`src/rtl/ps_if_pkg.sv`:
```
// Shared constants, payload types and helpers for the ps_if pipeline slice.
package ps_if_pkg;

  localparam int PS_MAX_STAGES = 8;
  localparam int PS_ADDR_WIDTH = 32;
  localparam int PS_DATA_WIDTH = 32;

  // Default-width payloads; the slice builds width-parameterised copies of these.
  typedef struct packed {
    logic [PS_ADDR_WIDTH-1:0] addr;
    logic [PS_DATA_WIDTH-1:0] data;
  } ps_wreq_t;

  typedef struct packed {
    logic [PS_DATA_WIDTH-1:0] data;
  } ps_rdat_t;

  // Depth actually built: anything beyond the supported maximum is capped.
  function automatic int ps_clamp_stages(input int n);
    return (n > PS_MAX_STAGES) ? PS_MAX_STAGES : n;
  endfunction

endpackage

```
`src/rtl/ps_if.sv`:
```
// ps_if bus: write request + response, read address, read data.
interface ps_if #(
  parameter int ADDR_WIDTH = 32,
  parameter int DATA_WIDTH = 32
);
  logic [ADDR_WIDTH-1:0] waddr;
  logic [DATA_WIDTH-1:0] wdata;
  logic                  wvalid;
  logic                  wready;
  logic                  wresp;
  logic [ADDR_WIDTH-1:0] raddr;
  logic                  arvalid;
  logic [DATA_WIDTH-1:0] rdata;
  logic                  rvalid;
  logic                  rready;

  modport master (
    output waddr, wdata, wvalid, raddr, arvalid, rready,
    input  wready, wresp, rdata, rvalid
  );

  modport slave (
    input  waddr, wdata, wvalid, raddr, arvalid, rready,
    output wready, wresp, rdata, rvalid
  );
endinterface

```
`src/rtl/ps_skid_stage.sv`:
```
// Two-entry valid/ready register stage (main + skid) with a registered in_ready.
module ps_skid_stage #(
  parameter type T = logic
) (
  input  logic clk,
  input  logic rst,
  input  logic in_valid_i,
  output logic in_ready_o,
  input  T     in_data_i,
  output logic out_valid_o,
  input  logic out_ready_i,
  output T     out_data_o,
  output logic busy_o
);

  logic main_valid_q, main_valid_d;
  logic skid_valid_q, skid_valid_d;
  logic ready_q;
  T     main_q, main_d;
  T     skid_q, skid_d;
  logic push, pop;

  // ready_q tracks !skid_valid_q (except right after reset), so a push never meets a full skid.
  assign push = in_valid_i && ready_q;
  assign pop  = main_valid_q && out_ready_i;

  // Main is the output register; skid catches a beat arriving while main is stalled and refills main first.
  always_comb begin
    // NOTE: every variable gets a default first so no path leaves it unassigned (no latch).
    main_valid_d = main_valid_q;
    skid_valid_d = skid_valid_q;
    main_d       = main_q;
    skid_d       = skid_q;
    if (pop || !main_valid_q) begin
      if (skid_valid_q) begin
        main_valid_d = 1'b1;
        main_d       = skid_q;
        skid_valid_d = 1'b0;
      end else begin
        main_valid_d = push;
        if (push) main_d = in_data_i;
      end
    end else if (push) begin
      skid_valid_d = 1'b1;
      skid_d       = in_data_i;
    end
  end

  // Control state: valid bits and the registered ready, cleared by reset.
  always_ff @(posedge clk or posedge rst) begin
    if (rst) begin
      main_valid_q <= 1'b0;
      skid_valid_q <= 1'b0;
      ready_q      <= 1'b0;
    end else begin
      // NOTE: non-blocking so every flop samples pre-edge values regardless of statement order.
      main_valid_q <= main_valid_d;
      skid_valid_q <= skid_valid_d;
      ready_q      <= !skid_valid_d;
    end
  end

  // Payload registers.
  // NOTE: data is not reset; the valid bits alone say whether it means anything.
  always_ff @(posedge clk) begin
    main_q <= main_d;
    skid_q <= skid_d;
  end

  assign in_ready_o  = ready_q;
  assign out_valid_o = main_valid_q;
  assign out_data_o  = main_q;
  assign busy_o      = main_valid_q || skid_valid_q;

endmodule

```
`src/rtl/ps_if_pipe_slice.sv`:
```
// STAGES-deep ps_if register slice: skid chains on write and read-data, delay lines on
// read-address and wresp, entry gating by hold_valid, and a busy flag for quiesce logic.
module ps_if_pipe_slice
  import ps_if_pkg::*;
#(
  parameter int ADDR_WIDTH = 32,
  parameter int DATA_WIDTH = 32,
  parameter int STAGES     = 1
) (
  input  logic clk,
  input  logic rst,
  input  logic hold_valid,
  ps_if.slave  s_if,
  ps_if.master m_if,
  output logic busy
);

  localparam int NSTG = ps_clamp_stages(STAGES);

  typedef struct packed {
    logic [ADDR_WIDTH-1:0] addr;
    logic [DATA_WIDTH-1:0] data;
  } wreq_t;

  typedef struct packed {
    logic [DATA_WIDTH-1:0] data;
  } rdat_t;

  if (NSTG == 0) begin : g_pass
    assign m_if.waddr   = s_if.waddr;
    assign m_if.wdata   = s_if.wdata;
    assign m_if.wvalid  = hold_valid && s_if.wvalid;
    assign s_if.wready  = m_if.wready;
    assign s_if.wresp   = m_if.wresp;
    assign m_if.raddr   = s_if.raddr;
    assign m_if.arvalid = hold_valid && s_if.arvalid;
    assign s_if.rdata   = m_if.rdata;
    assign s_if.rvalid  = m_if.rvalid;
    assign m_if.rready  = s_if.rready;
    assign busy         = 1'b0;
  end else begin : g_pipe
    // Write chain index 0 is the s_if side; read chain index 0 is the m_if side.
    logic  w_valid [NSTG+1];
    logic  w_ready [NSTG+1];
    wreq_t w_data  [NSTG+1];
    logic  w_busy  [NSTG];
    logic  r_valid [NSTG+1];
    logic  r_ready [NSTG+1];
    rdat_t r_data  [NSTG+1];
    logic  r_busy  [NSTG];

    logic [NSTG-1:0]       ar_valid_q;
    logic [NSTG-1:0]       wresp_q;
    logic [ADDR_WIDTH-1:0] raddr_q [NSTG];
    logic                  busy_c;

    assign w_valid[0]    = hold_valid && s_if.wvalid;
    assign w_data[0]     = {s_if.waddr, s_if.wdata};
    assign s_if.wready   = w_ready[0];
    assign m_if.wvalid   = w_valid[NSTG];
    assign m_if.waddr    = w_data[NSTG].addr;
    assign m_if.wdata    = w_data[NSTG].data;
    assign w_ready[NSTG] = m_if.wready;

    assign r_valid[0]    = m_if.rvalid;
    assign r_data[0]     = m_if.rdata;
    assign m_if.rready   = r_ready[0];
    assign s_if.rvalid   = r_valid[NSTG];
    assign s_if.rdata    = r_data[NSTG].data;
    assign r_ready[NSTG] = s_if.rready;

    for (genvar i = 0; i < NSTG; i++) begin : g_stage
      ps_skid_stage #(.T(wreq_t)) u_wr (
        .clk         (clk),
        .rst         (rst),
        .in_valid_i  (w_valid[i]),
        .in_ready_o  (w_ready[i]),
        .in_data_i   (w_data[i]),
        .out_valid_o (w_valid[i+1]),
        .out_ready_i (w_ready[i+1]),
        .out_data_o  (w_data[i+1]),
        .busy_o      (w_busy[i])
      );

      ps_skid_stage #(.T(rdat_t)) u_rd (
        .clk         (clk),
        .rst         (rst),
        .in_valid_i  (r_valid[i]),
        .in_ready_o  (r_ready[i]),
        .in_data_i   (r_data[i]),
        .out_valid_o (r_valid[i+1]),
        .out_ready_i (r_ready[i+1]),
        .out_data_o  (r_data[i+1]),
        .busy_o      (r_busy[i])
      );
    end

    // arvalid and wresp delay lines: shift every cycle, no backpressure, cleared by reset.
    always_ff @(posedge clk or posedge rst) begin
      if (rst) begin
        ar_valid_q <= '0;
        wresp_q    <= '0;
      end else begin
        ar_valid_q[0] <= hold_valid && s_if.arvalid;
        wresp_q[0]    <= m_if.wresp;
        for (int i = 1; i < NSTG; i++) begin
          ar_valid_q[i] <= ar_valid_q[i-1];
          wresp_q[i]    <= wresp_q[i-1];
        end
      end
    end

    // raddr travels alongside arvalid.
    always_ff @(posedge clk) begin
      raddr_q[0] <= s_if.raddr;
      for (int i = 1; i < NSTG; i++) raddr_q[i] <= raddr_q[i-1];
    end

    assign m_if.arvalid = ar_valid_q[NSTG-1];
    assign m_if.raddr   = raddr_q[NSTG-1];
    assign s_if.wresp   = wresp_q[NSTG-1];

    // busy is the OR of every stage valid flop in all four channels.
    always_comb begin
      busy_c = (|ar_valid_q) || (|wresp_q);
      for (int i = 0; i < NSTG; i++) busy_c = busy_c || w_busy[i] || r_busy[i];
    end

    assign busy = busy_c;
  end

endmodule

```
`src/flat_wrapper.sv`:
```
// flat-port wrapper written by rule: the top's interface ports become plain ports
module ps_if_pipe_slice_flat import ps_if_pkg::*;
#(
  parameter int ADDR_WIDTH = 32,
  parameter int DATA_WIDTH = 32,
  parameter int STAGES     = 1
)
  (clk, rst, hold_valid, busy, s_if_waddr, s_if_wdata, s_if_wvalid, s_if_raddr, s_if_arvalid, s_if_rready, s_if_wready, s_if_wresp, s_if_rdata, s_if_rvalid, m_if_waddr, m_if_wdata, m_if_wvalid, m_if_raddr, m_if_arvalid, m_if_rready, m_if_wready, m_if_wresp, m_if_rdata, m_if_rvalid);
  ps_if #(.ADDR_WIDTH(ADDR_WIDTH), .DATA_WIDTH(DATA_WIDTH)) s_if_i ();
  ps_if #(.ADDR_WIDTH(ADDR_WIDTH), .DATA_WIDTH(DATA_WIDTH)) m_if_i ();
  input  logic clk;
  input  logic rst;
  input  logic hold_valid;
  output logic busy;
  input wire logic [$bits(s_if_i.waddr)-1:0] s_if_waddr;
  input wire logic [$bits(s_if_i.wdata)-1:0] s_if_wdata;
  input wire logic [$bits(s_if_i.wvalid)-1:0] s_if_wvalid;
  input wire logic [$bits(s_if_i.raddr)-1:0] s_if_raddr;
  input wire logic [$bits(s_if_i.arvalid)-1:0] s_if_arvalid;
  input wire logic [$bits(s_if_i.rready)-1:0] s_if_rready;
  output wire logic [$bits(s_if_i.wready)-1:0] s_if_wready;
  output wire logic [$bits(s_if_i.wresp)-1:0] s_if_wresp;
  output wire logic [$bits(s_if_i.rdata)-1:0] s_if_rdata;
  output wire logic [$bits(s_if_i.rvalid)-1:0] s_if_rvalid;
  output wire logic [$bits(m_if_i.waddr)-1:0] m_if_waddr;
  output wire logic [$bits(m_if_i.wdata)-1:0] m_if_wdata;
  output wire logic [$bits(m_if_i.wvalid)-1:0] m_if_wvalid;
  output wire logic [$bits(m_if_i.raddr)-1:0] m_if_raddr;
  output wire logic [$bits(m_if_i.arvalid)-1:0] m_if_arvalid;
  output wire logic [$bits(m_if_i.rready)-1:0] m_if_rready;
  input wire logic [$bits(m_if_i.wready)-1:0] m_if_wready;
  input wire logic [$bits(m_if_i.wresp)-1:0] m_if_wresp;
  input wire logic [$bits(m_if_i.rdata)-1:0] m_if_rdata;
  input wire logic [$bits(m_if_i.rvalid)-1:0] m_if_rvalid;
  assign s_if_i.waddr = s_if_waddr;
  assign s_if_i.wdata = s_if_wdata;
  assign s_if_i.wvalid = s_if_wvalid;
  assign s_if_i.raddr = s_if_raddr;
  assign s_if_i.arvalid = s_if_arvalid;
  assign s_if_i.rready = s_if_rready;
  assign s_if_wready = s_if_i.wready;
  assign s_if_wresp = s_if_i.wresp;
  assign s_if_rdata = s_if_i.rdata;
  assign s_if_rvalid = s_if_i.rvalid;
  assign m_if_waddr = m_if_i.waddr;
  assign m_if_wdata = m_if_i.wdata;
  assign m_if_wvalid = m_if_i.wvalid;
  assign m_if_raddr = m_if_i.raddr;
  assign m_if_arvalid = m_if_i.arvalid;
  assign m_if_rready = m_if_i.rready;
  assign m_if_i.wready = m_if_wready;
  assign m_if_i.wresp = m_if_wresp;
  assign m_if_i.rdata = m_if_rdata;
  assign m_if_i.rvalid = m_if_rvalid;
  ps_if_pipe_slice #(.ADDR_WIDTH(ADDR_WIDTH), .DATA_WIDTH(DATA_WIDTH), .STAGES(STAGES)) u_core (.clk(clk), .rst(rst), .hold_valid(hold_valid), .s_if(s_if_i), .m_if(m_if_i), .busy(busy));
endmodule
```
`config.mk`:
```
export PLATFORM = sky130hd
export DESIGN_NAME = ps_if_pipe_slice_flat
export DESIGN_NICKNAME = d
export VERILOG_FILES = /design/src/rtl/ps_if_pkg.sv /design/src/rtl/ps_if.sv /design/src/rtl/ps_skid_stage.sv /design/src/rtl/ps_if_pipe_slice.sv /design/src/flat_wrapper.sv
export SDC_FILE = /design/constraint.sdc
export NUM_CORES = 1
export LEC_CHECK = 0
export ABC_AREA = 1
export CAP_MARGIN = 15
export CORE_MARGIN = 3
export CORE_UTILIZATION = 41
export DETAILED_ROUTE_END_ITERATION = 6
export GPL_ROUTABILITY_DRIVEN = 0
export PLACE_DENSITY_LB_ADDON = 0.1
export SETUP_SLACK_MARGIN = 0.4
export SLEW_MARGIN = 15
export SYNTH_ARGS = -nofsm -noshare
export SYNTH_HDL_FRONTEND = slang
export SYNTH_SLANG_ARGS = --single-unit
```
`constraint.sdc`:
```
create_clock -name clk -period 4.5 [get_ports clk]
set_clock_uncertainty 0.05 [all_clocks]
set_input_delay 0.45 -clock clk [delete_from_list [all_inputs] [get_ports clk]]
set_output_delay 0.45 -clock clk [all_outputs]
set_load 0.02 [all_outputs]
```
==> flow_results.org, run 1 <==
** Cells and area
- Fin area :: 11,700 um^2
- Final net count :: 989
- Count of filler cells inserted in the layout :: 1,454
- In the final layout, the share of cells above drive strength 1 is 0.0575.
- Compared with the post-synthesis result, the final layout area differs by 46.7%.
- The repair_antennas step left the layout with diodes totalling 0.
- Share of the core filled with cells in the final layout :: 0.620

** CTS
- CTS saw 232 sinks.
- Skew-Pair Late Insertion Delay :: 0.50 ns
- Post-CTS setup buffer count :: 0
- Post-CTS repair changed the size of 0 cells.
- CTS clock-pin slew for the worst setup and hold paths :: 0.06 ns
- Counting along the longest clock path gives a buffer depth of 3.
- Counting the buffers created by CTS gives 25.
- TritonCTS built the clock tree.
- CTS built an H-tree with a depth of 1.
- Cts-stage hold buffer count :: 0
- The tree is rooted in a clkbuf_16.

** Worst setup path
- The worst setup path is captured at a primary output.
- Startpoint types :: flip-flop
- The largest single stage delay on the critical path is 0.60 ns.
- Data on the critical path is required at its endpoint by 4.00 ns.
- Worst r2r src :: u_core.g_pipe.g_stage[0].u_wr.out_valid_o$_DFFE_PP0P_
- Start-to-end type of the worst setup path :: reg -> out
- The number of buffers and inverters on the critical path is 3.
- The most critical setup path has its startpoint at u_core.g_pipe.g_stage[0].u_wr.skid_valid_q$_DFF_PP0_.
- Cell class contributing the biggest share of worst-path delay :: buffers and inverters
- Data arrives at the worst endpoint at 2.42 ns.
- On the critical path, the stage with the largest delay is an instance of clkdlybuf4s50_1.
- CP Cell Sequence :: inv_2, buf_4, nand4_1, clkdlybuf4s50_1
- Worst path depth :: 4
- Measured in cells, the most critical reg-to-reg path has a length of 4.
- Largest fanout on the critical path :: 68

** Place
- Setup WS pre-CTS :: 1.69 ns
- Area of placed instances :: 10,900 um^2
- Post-DP HPWL :: 12.5 mm
- Number of port buffers :: 271

** Global route
- Pin count of the biggest net entering global routing :: 69
- Via count of the first global-routing pass :: 5,171
- Initial antenna violation count :: 0
- Global-route usage over all layers :: 0.167
- Gr ovfl total :: 0
- Global-route wire length before repair :: 28.4 mm

** Power and ir drop
- Part of the total power dissipated in combinational logic :: 0.126
- Summed over all cells, the static leakage comes to 0.00454 uW.
- Switching part of the total power :: 0.228
- The share of total power dissipated in sequential elements is 0.496.
- The internal portion of the total power is 3950 uW.
- Worst VDD drop :: 0.288 mV
- Of the total power, the clock network draws 0.378.
- Total net switching power :: 1170 uW
- Ratio of total power to cell area :: 437 nW/um^2

** Synth
- Simple logic cell fraction of the synthesized area :: 0.144
- Of the total synthesized cell area, the portion taken by full adders, half adders and majority gates is 0.
- By area, the combinational part of the netlist is dominated by simple AND/OR/NAND/NOR gates.
- Count of synthesis-stage warnings from yosys :: 0
- The synthesized design contains 232 register bits.
- Count of different cell masters after synthesis :: 13
- Averaged over all synthesized cells, the footprint is 14.0 um^2.
- Of the total synthesized cell area, the portion taken by XOR and XNOR cells is 0.
- Library cell with the largest summed area after synthesis :: edfxtp_1
- Multiplexer share of the synthesized area :: 0
- Counting every net in the synthesized netlist gives 706.
- Ranked by total cell area, the synthesized netlist is headed by edfxtp_1, nand2_1, dfxtp_1.
- In this run the cell area of the synthesized design comes to 7980 um^2.
- Synthesis produced 569 cells.
- The share of the Yosys chip area taken by registers is 0.828.
- The share of synthesized area in the top cell type comes to 0.723.
- Synthesized-area fraction occupied by ao, oa, aoi and oai cells :: 0.00125

** Floorplanning
- The total area inside the core boundary comes to 18,900 um^2.
- Area of the die :: 21,200 um^2
- Measured along the x axis, the die boundary spans 145 um.
- The initial utilization of the core area, before any placement, comes to 0.422.
- Count of boundary I/O pins :: 272
- Number of rows created at floorplan :: 50
- Measured along the y axis, the die boundary spans 145 um.

** Drt
- Via count normalized by instance count :: 4.52
- The routed design has 18.2 mm of wire.
- Number of remaining DRC errors :: 0
- Final ANT Viol Nets :: 0
- The first detailed-routing pass took 4 iterations.
- First-iteration detailed-routing DRC count :: 272
- In the final routed layout, each cell accounts on average for 16.1 um.
- The routed layout has 5,112 vias.

** STA
- Hold is met by 0.163 ns.
- Setup violation total in the final timing report :: 0
- Transition time at the pin with the least slew margin :: 0.950 ns
- Final number of max-transition violations :: 0
- Of the available clock period, the critical path in the final layout requires 0.649.
- Final critical path time including I/O delays and setup :: 2.92 ns
- Derived from the worst setup path, the maximum achievable clock frequency is 343 MHz.
- Summed over all failing endpoints, the final setup total negative slack is 0 ns.
- The hold violation count in the final report was 0.
- Setup repair after global routing left no endpoint under its margin.
- After layout, the worst setup slack is 1.58 ns.
- Slew headroom :: 0.365

** Run
- Max-cap violations in this run came to 0.

** Worst hold path
- The worst hold path belongs to the class in -> async.

** Outcome
- Outcome :: finished, final reports clean
layout make-up:
type                       count  area, um^2  area share
clock buffer                  30         654      0.0559
clock inverter                15         126      0.0108
inverter                       9        33.8     0.00289
multi-input combinational    307        1190       0.101
sequential                   232        6610       0.565
tap                          260         325      0.0278
timing repair buffer         277        2770       0.237
routing by layer:
metal | vias to the layer above | routed length (um) | GRT usage
met5 | - | 0 | 0
met4 | 0 | 348 | 0.0408
met3 | 20 | 1580 | 0.0467
met2 | 218 | 8940 | 0.280
met1 | 2397 | 7320 | 0.216
li1 | 2477 | - | -
Yosys cell counts:
library cell,number
nand2_1,297
edfxtp_1,192
dfxtp_1,32
buf_6,11
buf_2,9
dfrtp_1,8
inv_1,7
nor2_1,4
nand3_1,3
a21oi_1,2
inv_2,2
buf_4,1
nand4_1,1
power groups by stage:
stage / combinational (uW) / clock (uW) / sequential, uW
floorplan: 155 / 0 / 2710
global placement: 642 / 0 / 2580
detailed placement: 653 / 0 / 2580
CTS: 656 / 1990 / 2540
global route: 696 / 2070 / 2550
finish: 646 / 1930 / 2540
final timing paths:
check	to	slack, ns
max	busy	1.58
min in group clk	u_core.g_pipe.raddr_q[0][4]$_DFF_P_	0.34
min reg2reg	u_core.g_pipe.g_stage[0].u_rd.out_data_o[19]$_DFFE_PP_	0.46
min	u_core.g_pipe.g_stage[0].u_wr.in_ready_o$_DFF_PP0_	0.16
max reg2reg	u_core.g_pipe.g_stage[0].u_wr.out_data_o[54]$_DFFE_PP_	2.35
max in group asynchronous	u_core.g_pipe.g_stage[0].u_wr.skid_valid_q$_DFF_PP0_	3.95
placed cells by master (no fill, tap or decap), drive strengths merged:
cell type,synthesis,final
bufinv,0,2
nand4,1,1
nor2,4,4
clkbuf,0,30
dfrtp,8,8
dfxtp,32,32
nand2,297,297
edfxtp,192,192
a21oi,2,2
clkinv,0,12
clkdlybuf4s50,0,271
nand3,3,3
inv,9,10
buf,21,6
cell families after synthesis:
family | count (synthesis)
buf+inv | 30
compound gates | 2
simple gates | 305
flops | 232
sequential cells by signal (all words and copies together) (netlist names), 32 cells and up:
register,cells
u_core.g_pipe.g_stage.u_wr.skid_q,64
u_core.g_pipe.g_stage.u_wr.out_data_o,64
u_core.g_pipe.raddr_q,32
u_core.g_pipe.g_stage.u_rd.skid_q,32
u_core.g_pipe.g_stage.u_rd.out_data_o,32
through the flow:
stage,std cells,power (uW)
3_5_place_dp,1085,3240
6_report,1130,5120
4_1_cts,1130,5180
5_1_grt,1130,5320
3_3_place_gp,1085,3230
2_1_floorplan,569,2860
No activity file was read; power rests on OpenSTA's default activity.
==> inputs of run 2 (changes only) <==
Clock period 4.5 ns to 2.5 ns, I/O delays scaled along.
==> run 2 against run 1 <==
Net effect:
- cell area up 0.90%
- non-clock buffer count up 5
- first-iteration DRC count down 25%
- via count down 0.29%
- die area unchanged
- sequential power up 80%
- critical path type unchanged
- highest routed layer unchanged
==> flow_results.org, run 2 (same netlist as run 1, synthesis figures left out) <==
** Outcome
- The run finished with clean final reports.

** Power and ir drop
- Of the total power, the share spent switching nets is 0.229.
- Dividing total power by cell area gives a power density of 790 nW/um^2.
- Clock Power Share :: 0.382
- The share of total power dissipated in combinational logic is 0.127.
- The internal power of the cells totals 7190 uW.
- Sequential cell fraction of total power :: 0.490
- IR analysis of the VDD net gives a maximum drop of 0.458 mV.
- The analysis attributes to cell leakage a power of 0.00457 uW.
- Summed over all nets, the switching power comes to 2130 uW.

** CTS
- TritonCTS built the clock tree.
- Clock latency on the worst-skew pair, taken at its later pin, is 0.50 ns.
- Max Root-Sink Buffers :: 3
- CTS root buffer :: clkbuf_16
- After clock tree synthesis, the clock-pin slew on the worst setup and hold paths is 0.06 ns.
- Post-CTS setup buffer count :: 0
- CTS built an H-tree with a depth of 1.
- CTS sink count :: 232
- Number of buffers added by the clock tree synthesis step :: 24

** Worst setup path
- Worst-case register-to-register setup slack :: 0.83 ns
- Worst path depth :: 1
- Worst reg2reg endpoint :: u_core.g_pipe.g_stage[0].u_rd.out_data_o[11]$_DFFE_PP_
- STA classifies the critical path endpoint as a primary output.
- Cell class contributing the biggest share of worst-path delay :: buffers and inverters
- In this run the worst setup path begins at u_core.g_pipe.g_stage[0].u_rd.out_valid_o$_DFFE_PP0P_.
- STA classifies the critical path startpoint as a flip-flop.
- For this design, the slowest cell found on the critical path is clkdlybuf4s50_1.
- The number of buffers and inverters on the critical path is 1.
- Largest fanout on the critical path :: 4
- In this run the worst setup path terminates at s_if_rvalid.
- STA puts the critical path data arrival time at 1.59 ns.
- On the worst path, the slowest cell contributes a delay of 0.64 ns.
- The critical path in this run is classified as reg -> out.
- In this run the critical register-to-register path is launched from u_core.g_pipe.g_stage[0].u_rd.skid_valid_q$_DFF_PP0_.
- The critical path goes through clkdlybuf4s50_1.
- Crit path required time :: 2.20 ns
- Depth of the worst register-to-register path :: 6

** Drt
- For this run, the detailed router's first-pass iteration total came to 5.
- Dividing the detail-routed wire length by the instance count gives 16.2 um.
- In the routed design, unresolved DRC markers number 0.
- Once detail routing completed, the nets flagged for antenna violations numbered 0.
- Vias after detailed routing :: 5,097
- Overall routed net length :: 18.3 mm
- In this run, the number of DRC markers left after iteration 0 of detailed routing was 203.
- Via count normalized by instance count :: 4.49

** STA
- Transition time at the pin with the least slew margin :: 0.699 ns
- The count of final max-slew check failures came to 0.
- Setup violation total in the final timing report :: 0
- After layout, the worst setup slack is 0.609 ns.
- Static timing analysis puts the maximum clock frequency at 529 MHz.
- Final critical path time including I/O delays and setup :: 1.89 ns
- Summed over all failing endpoints, the final setup total negative slack is 0 ns.
- Fin crit share :: 0.756
- The worst pin sits at a relative slew slack of 0.534.
- The hold violation count in the final report is 0.
- Setup repair after global routing left no endpoint under its margin.

** Place
- Post-DP HPWL :: 12.7 mm
- Port buffering added 271 buffers.
- Before CTS, the worst setup slack after placement is 0.433 ns.
- Cell Count Post-Placement :: 1,089

** Global route
- Via count of the first global-routing pass :: 5,176
- Entering global routing, the biggest net connects 68 pins.
- The total overflow left after global routing is 0.
- Global-route wire length before repair :: 28.5 mm
- Across every metal layer, demand over resource in global routing totals 0.168.
- Initial antenna violation count :: 0

** Floorplanning
- For this configuration, the core starts out at a cell density of 0.422.
- Number of rows created at floorplan :: 50
- Die height :: 145 um
- The floorplan step defined a core boundary enclosing 18,900 um^2.
- The die covers 21,200 um^2.
- Horiz. Die Dim :: 145 um
- 272 I/O pins were placed.

** Cells and area
- Final cell count without fillers :: 1,134
- Commonest cells after routing, fill and taps aside :: nand2_1, clkdlybuf4s50_1, edfxtp_1
- Share of final-layout standard cells stronger than drive strength 1 :: 0.0686
- Leaving out fill and tap cells, the most frequent cell in the layout is nand2_1.
- At the end of the flow, the number of nets in the layout was 993.
- Count of filler cells inserted in the layout :: 1,470
- From synthesis to final layout, the design area changed by 48.0%.
- 0 antenna diodes ended up in the layout.

** Run
- Number of max-capacitance violations reported :: 0

** Worst hold path
- The min-delay analysis places its worst path in the category in -> reg.
run 2: through the flow:
stage / util / hold WS [ns] / total power, uW / area, um^2
floorplan: - / 0.0155 / 5160 / 8020
global placement: 0.582 / 0.451 / 5830 / 11000
detailed placement: 0.582 / 0.453 / 5860 / 11000
CTS: 0.625 / 0.107 / 9450 / 11800
global route: 0.625 / 0.102 / 9710 / 11800
finish: 0.625 / 0.133 / 9330 / 11800
run 2: layout make-up:
cell class | instances | area, um^2 | share of cell area
Inverter | 9 | 33.8 | 0.00286
Clock inverter | 17 | 168 | 0.0142
Tap cell | 260 | 325 | 0.0275
Timing Repair Buffer | 282 | 2840 | 0.240
Multi-Input combinational cell | 307 | 1200 | 0.102
Sequential cell | 232 | 6610 | 0.560
Clock buffer | 27 | 633 | 0.0536
run 2: per-layer routing:
metal | routed length [um] | track usage | up-vias | share of wire
met5 | 0 | 0 | - | 0
met3 | 1470 | 0.0458 | 29 | 0.080
met1 | 7450 | 0.214 | 2377 | 0.41
met2 | 9040 | 0.286 | 207 | 0.49
li1 | - | - | 2484 | -
met4 | 365 | 0.0456 | 0 | 0.020
run 2: what timing repair did:
item / in CTS / in global routing
setup endpoints to repair: 0 / 1
gates resized for setup: 0 / 1
hold endpoints to repair: 8 / 0
hold buffers: 1 / 0
run 2: how the worst min path moves through the flow:
stage	depth (start not counted)	slack (ns)	start	endpoint
after floorplan	1	0.02	rst	u_core.g_pipe.g_stage[0].u_rd.in_ready_o$_DFF_PP0_
after global placement	2	0.45	u_core.g_pipe.g_stage[0].u_wr.skid_q[23]$_DFFE_PP_	u_core.g_pipe.g_stage[0].u_wr.out_data_o[23]$_DFFE_PP_
after detailed placement	2	0.45	u_core.g_pipe.g_stage[0].u_rd.skid_q[30]$_DFFE_PP_	u_core.g_pipe.g_stage[0].u_rd.out_data_o[30]$_DFFE_PP_
after CTS	1	0.11	s_if_raddr[7]	u_core.g_pipe.raddr_q[0][7]$_DFF_P_
after global routing	1	0.10	s_if_raddr[7]	u_core.g_pipe.raddr_q[0][7]$_DFF_P_
final	1	0.13	m_if_wresp	u_core.s_if.wresp$_DFF_PP0_
run 2: power groups by stage:
stage	sequential, uW	combinational (uW)	clock (uW)
2_1_floorplan	4870	286	0
3_3_place_gp	4650	1180	0
3_5_place_dp	4660	1200	0
4_1_cts	4580	1210	3660
5_1_grt	4590	1280	3840
6_report	4580	1190	3570
run 2: worst reg2reg max path, cell delays in order, from the launching register on:
cell and delay (ns):
dfrtp_1 0.38, inv_2 0.11, buf_4 0.30, nand2_1 0.13, nand2_1 0.10, inv_1 0.14
buf_12 0.21
==> inputs of run 3 (changes only) <==
Clock period 2.5 ns to 1.5 ns, I/O delays scaled along.
==> run 3 against run 2 <==
Net effect:
- critical path depth grew 6
- via count rose by 6.8%
- total power rose by 79%
- sequential power rose by 67%
- first-iteration DRC count rose by 40%
- the run now ends with negative setup slack left
- non-clock buffer count is 54 higher
- hold slack worse by 0.11 ns
==> flow_results.org, run 3 (same netlist as run 1, synthesis figures left out) <==
** STA
- At the pin with the least slew margin, the transition time is 0.344 ns.
- Fin crit share :: 1.01
- Hold Fails Final Rpt :: 0
- Unrepaired setup endpoints after global routing :: true
- Highest clock frequency the design can meet :: 661 MHz
- Headroom to the max-slew limit came out at 0.771.
- The worst path in the final design needs a cycle of 1.51 ns, including I/O delays and setup.
- Across all setup checks in the final design, the least slack found is -0.0117 ns.
- The count of final max-slew check failures was 0.
- Setup violations remaining at the end of the flow were counted as 7.

** CTS
- In this run the number of H-tree levels came out at 1.
- Buffers inserted during clock tree synthesis total 25.
- The root buffer cell chosen for the clock tree is clkbuf_16.
- Max Root-Sink Buffers :: 3
- CTS sink count :: 232
- Clock-pin slew was measured on the worst setup and hold paths at 0.06 ns.
- At the later pin of the worst-skew pair, clock insertion delay measures 0.51 ns.
- TritonCTS built the clock tree.

** Floorplanning
- The core region is 18,900 um^2.
- Horiz. Die Dim :: 145 um
- Area of the die :: 21,200 um^2
- Die height :: 145 um
- Count of boundary I/O pins :: 272
- The initialized floorplan defines 50 standard-cell rows.
- Effective utilization at floorplan :: 0.422

** Cells and area
- The net count of the finished layout is 1,048.
- Final cell count without fillers :: 1,191
- Share of final-layout standard cells stronger than drive strength 1 :: 0.313
- Synthesis-to-finish area growth :: 61.8%
- Commonest cells after routing, fill and taps aside :: nand2_1, edfxtp_1, clkdlybuf4s50_1
- Count of filler cells inserted in the layout :: 1,360
- Leaving out fill and tap cells, the most frequent cell in the layout is nand2_1.

** Global route
- Global-route wire length before repair :: 29.8 mm
- Entering global routing, the biggest net connects 65 pins.
- Across every metal layer, demand over resource in global routing totals 0.176.
- Initial antenna violation count :: 1
- Via count of the first global-routing pass :: 5,401
- The total overflow left after global routing is 0.

** Worst setup path
- For this run, the slowest stage of the critical path takes 0.44 ns.
- The setup check on the worst reg-to-reg path leaves a slack of -0.01 ns.
- At the worst endpoint, the required time is 1.68 ns.
- Start-to-end type of the worst setup path :: reg -> reg
- Kind of capture point of the worst setup path :: flip-flop
- Cell class contributing the biggest share of worst-path delay :: buffers and inverters
- The critical path contains buffers and inverters numbering 5 combined.
- The largest individual stage delay along the critical path comes from the cell dfrtp_2.
- Largest fanout on the critical path :: 5
- Counting stages on the worst path, the most repeated cell is buf_12.
- CP Cell Sequence :: nand2_4, inv_4, a21oi_4, buf_12, buf_8, buf_12, buf_16
- Startpoint types :: flip-flop
- Arrival time of the worst setup path :: 1.69 ns

** Drt
- The routed design uses 1.63 mm of met3 wire.
- Via count normalized by instance count :: 4.57
- Final ANT Viol Nets :: 0
- For this block, the initial DRC count from the detailed router was 285.
- Vias after detailed routing :: 5,445
- Met2 wirelength from detailed routing :: 10.8 mm
- Dividing the detail-routed wire length by the instance count gives 17.6 um.
- For this block, the routed nets add up to 21.0 mm of wire.
- Drt pass-1 iters :: 4
- Number of remaining DRC errors :: 0
- Highest layer used for signal routing :: met4
- After detailed routing, the wire length on met1 is 8.06 mm.

** Place
- Post-DP HPWL :: 12.8 mm
- The count of buffers added on input and output ports is 271.
- Cell Count Post-Placement :: 1,097

** Worst hold path
- Worst hold path type :: in -> reg

** Power and ir drop
- Dividing total power by cell area gives a power density of 1290 nW/um^2.
- Total power consumption of the routed design :: 16,700 uW
- The analysis attributes to cell leakage a power of 0.00529 uW.
- Worst VDD drop :: 1.06 mV

** Run
- Number of max-capacitance violations reported :: 0

** Outcome
- The flow ran to the end, but the final reports show violations.
- The final reports fail on negative setup slack.
## run 3: metal layers
metal | up-vias | global-route usage
li1 | 2602 | -
met1 | 2573 | 0.223
met2 | 237 | 0.300
met3 | 33 | 0.0458
met4 | 0 | 0.0513
met5 | - | 0
## run 3: path summary, 6_finish.rpt
path	start	cells past startpoint	endpoint
max	u_core.g_pipe.g_stage[0].u_wr.out_valid_o$_DFFE_PP0P_	7	u_core.g_pipe.g_stage[0].u_wr.out_data_o[31]$_DFFE_PP_
min	s_if_raddr[30]	1	u_core.g_pipe.raddr_q[0][30]$_DFF_P_
max reg2reg	u_core.g_pipe.g_stage[0].u_wr.out_valid_o$_DFFE_PP0P_	7	u_core.g_pipe.g_stage[0].u_wr.out_data_o[31]$_DFFE_PP_
min reg2reg	u_core.g_pipe.g_stage[0].u_rd.skid_q[12]$_DFFE_PP_	2	u_core.g_pipe.g_stage[0].u_rd.out_data_o[12]$_DFFE_PP_
max in group asynchronous	rst	3	u_core.g_pipe.g_stage[0].u_rd.out_valid_o$_DFFE_PP0P_
min in group asynchronous	rst	3	u_core.m_if.arvalid$_DFF_PP0_
## run 3: where the power goes
part | internal [uW] | switching (uW)
Clock | 4100 | 2480
Sequential | 7500 | 164
Combinational | 1240 | 1180
## run 3: what timing repair did
item | CTS | global route
hold endpoints to repair | 12 | 1
pin swaps | 3 | 3
gates cloned | 6 | 16
setup buffers | 13 | 6
hold buffers | 5 | 1
gates resized for setup | 782 | 31
setup endpoints to repair | 423 | 423
## run 3: stage by stage
stage	setup TNS (ns)	cell area [um^2]	hold WS, ns	setup slack, ns	utilization
6_report	-0.0591	12900	0.0198	-0.0117	0.683
5_1_grt	-0.713	12900	0.00193	-0.0646	0.683
4_1_cts	-0.0343	12400	0.000710	-0.0197	0.655
3_5_place_dp	-18.69	11100	0.389	-0.172	0.589
3_3_place_gp	-17.23	11100	0.382	-0.164	0.589
2_1_floorplan	-73.27	8050	-0.0846	-0.634	-
## run 3: layout make-up
cell class	instances	area [um^2]	share of cell area
Clock inverter	14	181	0.0141
Antenna cell	1	2.50	0.000194
Multi-Input combinational cell	307	1240	0.0960
Inverter	9	47.5	0.00368
Tap cell	260	325	0.0252
Sequential cell	232	6650	0.515
Timing Repair Buffer	336	3740	0.289
Clock buffer	32	723	0.0560
==> patch 1 (config.mk and constraints of run 3) <==
`DATA_WIDTH` is set to 32 in 3 places; all go to 64.
--- a/src/rtl/ps_if.sv
+++ b/src/rtl/ps_if.sv
@@ -1,7 +1,7 @@
 // ps_if bus: write request + response, read address, read data.
 interface ps_if #(
   parameter int ADDR_WIDTH = 32,
-  parameter int DATA_WIDTH = 32
+  parameter int DATA_WIDTH = 64
 );
   logic [ADDR_WIDTH-1:0] waddr;
   logic [DATA_WIDTH-1:0] wdata;
--- a/src/rtl/ps_if_pipe_slice.sv
+++ b/src/rtl/ps_if_pipe_slice.sv
@@ -4,7 +4,7 @@
   import ps_if_pkg::*;
 #(
   parameter int ADDR_WIDTH = 32,
-  parameter int DATA_WIDTH = 32,
+  parameter int DATA_WIDTH = 64,
   parameter int STAGES     = 1
 ) (
   input  logic clk,
--- a/src/flat_wrapper.sv
+++ b/src/flat_wrapper.sv
@@ -2,7 +2,7 @@
 module ps_if_pipe_slice_flat import ps_if_pkg::*;
 #(
   parameter int ADDR_WIDTH = 32,
-  parameter int DATA_WIDTH = 32,
+  parameter int DATA_WIDTH = 64,
   parameter int STAGES     = 1
 )
   (clk, rst, hold_valid, busy, s_if_waddr, s_if_wdata, s_if_wvalid, s_if_raddr, s_if_arvalid, s_if_rready, s_if_wready, s_if_wresp, s_if_rdata, s_if_rvalid, m_if_waddr, m_if_wdata, m_if_wvalid, m_if_raddr, m_if_arvalid, m_if_rready, m_if_wready, m_if_wresp, m_if_rdata, m_if_rvalid);
Interface: changed (resized m_if_rdata, m_if_wdata, s_if_rdata and s_if_wdata); port bits go from 272 to 400. No check against the original RTL was run, so the function may have changed too.
==> patch 1 against run 3 <==
The run still ends with negative setup slack left; area after synthesis up 58%; total power up 50%; synthesized cell count up 59%; sequential cell count up 128; clock power up 43%; wire length up 58%; worst setup slack worse by 0.0023 ns; cell area up 48%; largest cell class unchanged; largest power group unchanged.
==> patch 1: results (changes against run 3) <==
STA
  • Final setup violation count: 35 (was 7)
  • Worst-Margin Slew: 0.346 ns (was 0.344 ns)
  • Worst setup margin: -0.0140 ns (was -0.0117 ns)

Synthesis
  • Sequential area share after synthesis: 82.8% (about the same)
  • Top cells by count, synth: nand2_1 (489), edfxtp_1 (320), dfxtp_1 (32), buf_2 (13), buf_6 (10) (was nand2_1 (297), edfxtp_1 (192), dfxtp_1 (32), buf_6 (11), buf_2 (9))
  • Post-synth EDFFs: 320 (was 192)
  • Syn_nets: 1105 (was 706)
  • Asr flop ratio synth: 2.22% (was 3.45%)
  • Synth top area cells: edfxtp_1 (76%), nand2_1 (15%), dfxtp_1 (5.1%) (was edfxtp_1 (72%), nand2_1 (14%), dfxtp_1 (8.0%))

Global route
  • Global-route wire length before repair: 46200 um (was 29800 um)
  • Antenna violations before repair: 5 (was 1)

Routing
  • Initial DRT Pass Iterations: 5 (was 4)
  • DRT iter0 DRCs: 559 (was 285)
  • Post-Route WL: 33100 um (was 21000 um)
  • Vias/cell: 4.60 (was 4.57)

Place
  • Dpl cell area: 17500 sq um (was 11100 sq um)
  • Placed cells: 1702 (was 1097)
  • Port buffer count: 399 (was 271)
  • HPWL Detailed: 21600 um (was 12800 um)
  • Post-place setup slack: -0.239 ns (was -0.172 ns)

Clock network
  • CTS Buf Count: 39 (was 25)
  • Hold buffer count at CTS: 1 (was 5)
  • Postcts setup bufs: 3 (was 13)

Pwr
  • Sw Pwr: 5.75 mW (was 3.82 mW)
  • Peak VDD IR: 834 uV (was 1060 uV)
  • Pint: 19.2 mW (was 12.8 mW)
  • Leak Pwr: 7.78 nW (was 5.29 nW)
  • Comb pwr: 3.54 mW (was 2.42 mW)

Run status
  • Status: finished, violations left (unchanged)
  • Failing checks: negative setup slack (unchanged)

Finish
  • Nets: 1576 (was 1048)

Setup path
  • Critical Path AT: 1.31 ns (was 1.69 ns)
-- patch 1: changes by cell type after synthesis --
cell,before,now
buf_2,9,13
buf_4,1,7
buf_6,11,10
clkbuf_1,0,6
edfxtp_1,192,320
inv_1,7,8
inv_2,2,1
nand2_1,297,489
-- patch 1: critical path, stage by stage (launching register included) --
cell and delay [ns]:
dfrtp_4 0.49, inv_4 0.07, nand4_1 0.09, buf_6 0.15
-- patch 1: final cells by class --
cell class | count | area (sq um)
fill | 2268 | 10800
antenna | 1 | 2.50
inverter | 9 | 42.5
clock inverter | 12 | 135
clock buffer | 59 | 1130
multi-input combinational | 499 | 1960
timing repair buffer | 466 | 4890
sequential | 360 | 10500
tap | 390 | 488
-- patch 1: path summary, 6_finish.rpt --
path,from,endpoint,slack [ns],cells past startpoint
setup / recovery,u_core.g_pipe.g_stage[0].u_wr.skid_valid_q,busy,-0.01,3
hold / removal,s_if_raddr[21],u_core.g_pipe.raddr_q[0][21],0.03,1
setup reg to reg,u_core.g_pipe.g_stage[0].u_wr.skid_valid_q,u_core.g_pipe.g_stage[0].u_wr.out_data_o[36],-0.01,5
hold reg to reg,u_core.g_pipe.g_stage[0].u_wr.skid_q[38],u_core.g_pipe.g_stage[0].u_wr.out_data_o[38],0.46,2
max in group asynchronous,rst,u_core.g_pipe.g_stage[0].u_wr.skid_valid_q,0.65,3
min in group asynchronous,rst,u_core.g_pipe.g_stage[0].u_rd.out_valid_o,0.47,3
-- patch 1: metal layers --
metal | part of all wire, % | wire, um | global-route usage, %
met1 | 39 | 13000 | 22.2
met5 | 0.21 | 68 | 0
met3 | 9.5 | 3150 | 7.25
met2 | 49 | 16100 | 29.2
met4 | 2.6 | 858 | 6.22
==> patch 2 (config.mk and constraints of run 3) <==
Without the edit above. Reset style: synchronous (`rst`), changed in 2 clocked blocks.
--- a/src/rtl/ps_skid_stage.sv
+++ b/src/rtl/ps_skid_stage.sv
@@ -47,7 +47,7 @@
   end
 
   // Control state: valid bits and the registered ready, cleared by reset.
-  always_ff @(posedge clk or posedge rst) begin
+  always_ff @(posedge clk) begin
     if (rst) begin
       main_valid_q <= 1'b0;
       skid_valid_q <= 1'b0;
--- a/src/rtl/ps_if_pipe_slice.sv
+++ b/src/rtl/ps_if_pipe_slice.sv
@@ -96,7 +96,7 @@
     end
 
     // arvalid and wresp delay lines: shift every cycle, no backpressure, cleared by reset.
-    always_ff @(posedge clk or posedge rst) begin
+    always_ff @(posedge clk) begin
       if (rst) begin
         ar_valid_q <= '0;
         wresp_q    <= '0;
Behaviour: differs if rst is asserted again (counterexample within 4 cycles, from zero or initial values and one cycle with rst high); with rst held inactive, the same outputs for 4 cycles.
==> patch 2 against run 3 <==
Largest cell class unchanged; cell area rose by 5.7%; worst setup slack better by 0.069 ns; total power fell by 14%; sequential power decreased by 5.4%; critical path type is now reg2out; via count is 3.2% higher; wire length grew 5.6%; sequential cell count stayed put; area after synthesis fell by 0.13%.
==> patch 2: results (changes against run 3) <==
Synthesis
  • Synth top area cells: edfxtp_1 (72%), nand2_1 (14%), dfxtp_1 (10%) (was edfxtp_1 (72%), nand2_1 (14%), dfxtp_1 (8.0%))
  • Count leader, synth: nand2_1 (unchanged)
  • Post-synth EDFFs: 192 (unchanged)
  • Mapped Cells: 577 (was 569)
  • Syn_nets: 714 (was 706)
  • Top cells by count, synth: nand2_1 (298), edfxtp_1 (192), dfxtp_1 (40), buf_6 (9) (was nand2_1 (297), edfxtp_1 (192), dfxtp_1 (32), buf_6 (11), buf_2 (9))
  • Ys Warns: 0 (unchanged)
  • Asr flop ratio synth: 0% (was 3.45%)
  • Prevailing post-synth register cell: edfxtp_1 (unchanged)
  • Count of different cell masters after synthesis: 15 (was 13)
  • Sequential area share after synthesis: 82.4% (was 82.8%)

Global route
  • Largest net degree at the start of global routing: 36 (was 65)
  • Antenna violations before repair: 0 (was 1)
  • Tot GR Track Use: 18.1% (was 17.6%)
  • Vias in the first global route: 5590 (was 5401)
  • Global-route wire length before repair: 30400 um (was 29800 um)

Routing
  • Initial DRT Pass Iterations: 5 (was 4)
  • DRT iter0 DRCs: 301 (was 285)
  • Vias/cell: 4.67 (was 4.57)
  • Per-cell routed wire length: 18.4 um (was 17.6 um)
  • Post-Route WL: 22200 um (was 21000 um)

Setup path
  • Max FO, Critical Path: 2 (was 5)
  • Critical Path AT: 1.24 ns (was 1.69 ns)

Clock network
  • H-Tree Depth: 1 (unchanged)
  • CTS Buf Count: 24 (was 25)
  • CTS clk-pin slew, worst paths: 0.06 ns (about the same)
  • Clk_lat worst skew: 0.50 ns
  • Max Buffers Root-to-Sink: 3 (unchanged)
  • Clk root buf: clkbuf_16 (unchanged)

Finish
  • Share of cells above drive strength 1: 42.4% (was 31.3%)
  • Ant. Diodes: 0 (was 1)

Pwr
  • Peak VDD IR: 1170 uV (was 1060 uV)
  • Leak Pwr: 5.43 nW (was 5.29 nW)

STA
  • Fin. max-slew vios: 0 (unchanged)
  • Worst-Margin Slew: 0.345 ns (was 0.344 ns)
  • Post-route setup TNS: 0 ns (was -0.0591 ns)

Place
  • Placed cells: 1104 (was 1097)
  • HPWL Detailed: 12600 um (was 12800 um)
  • Port buffer count: 271 (unchanged)

Run status
  • Status: complete, no violations (was finished, violations left)

Hold path
  • Min-Delay Path Class: in2reg (unchanged)
==> patch 2: cell count changes after synthesis, moves of 2 or more <==
cell	before	now
buf_4	1	4
buf_6	11	9
nor2_1	4	8
dfrtp_1	8	0
dfxtp_1	32	40
==> patch 2: kinds of logic after synthesis <==
kind of cell	Yosys count	share of synthesized area [%]
AOI/OAI and AO/OA	4	0.267
and+or+nand+nor	309	14.6
buffers and inverters	32	2.70
DFF	232	82.4
==> patch 2: worst max-delay path, cell delays in order, from the launching register on <==
cell     delay (ns)
dfxtp_4        0.35
nor2_4         0.09
nand4_1        0.13
buf_6          0.17
==> patch 2: cell type report <==
| type | count | area, sq um |
|---|---|---|
| well taps | 260 | 325 |
| clock inverters | 10 | 71.3 |
| multi-input cells | 313 | 1690 |
| fillers | 1238 | 5240 |
| inverters | 10 | 51.3 |
| flip-flops and latches | 232 | 6630 |
| repair buffers | 346 | 4170 |
| clock buffers | 32 | 703 |
==> patch 2: stage by stage <==
step / setup slack [ns] / cell area [sq um]
floorplan: -0.558 / 8060
detailed placement: -0.197 / 11100
CTS: 0.0263 / 12300
finish: 0.0573 / 13600
global route: 0.0176 / 13600
global placement: -0.196 / 11100
==> patch 2: path summary, 6_finish.rpt <==
check / slack (ns) / endpoint / depth (start not counted) / from
max: 0.06 / busy / 3 / u_core.g_pipe.g_stage[0].u_rd.out_valid_o
min: 0.04 / u_core.g_pipe.raddr_q[0][16] / 1 / s_if_raddr[16]
max reg2reg: 0.06 / u_core.g_pipe.g_stage[0].u_rd.skid_q[21] / 7 / u_core.g_pipe.g_stage[0].u_rd.out_valid_o
min reg2reg: 0.47 / u_core.g_pipe.g_stage[0].u_rd.out_data_o[5] / 2 / u_core.g_pipe.g_stage[0].u_rd.skid_q[5]
==> patch 2: repair_timing <==
item                                    CTS  global route
gates resized for setup                 779           231
hold buffers                              0             0
pin swaps                                 3            23
endpoints found under the setup margin  419           424
buffers inserted                         10            11
cloned                                    8            28
==> patch 2: report_power, final <==
group	internal [mW]	switching [mW]	leakage, nW	total, mW
sequential	7.17	0.0812	2.09	7.25
combinational	0.808	0.613	2.95	1.42
clock	3.44	2.29	0.388	5.73
==> patch 2: metal layers <==
metal / GRT usage [%] / wire (um)
met5: 0 / 0
met1: 22.2 / 8490
met2: 31.7 / 11600
met3: 5.70 / 1790
met4: 3.61 / 230
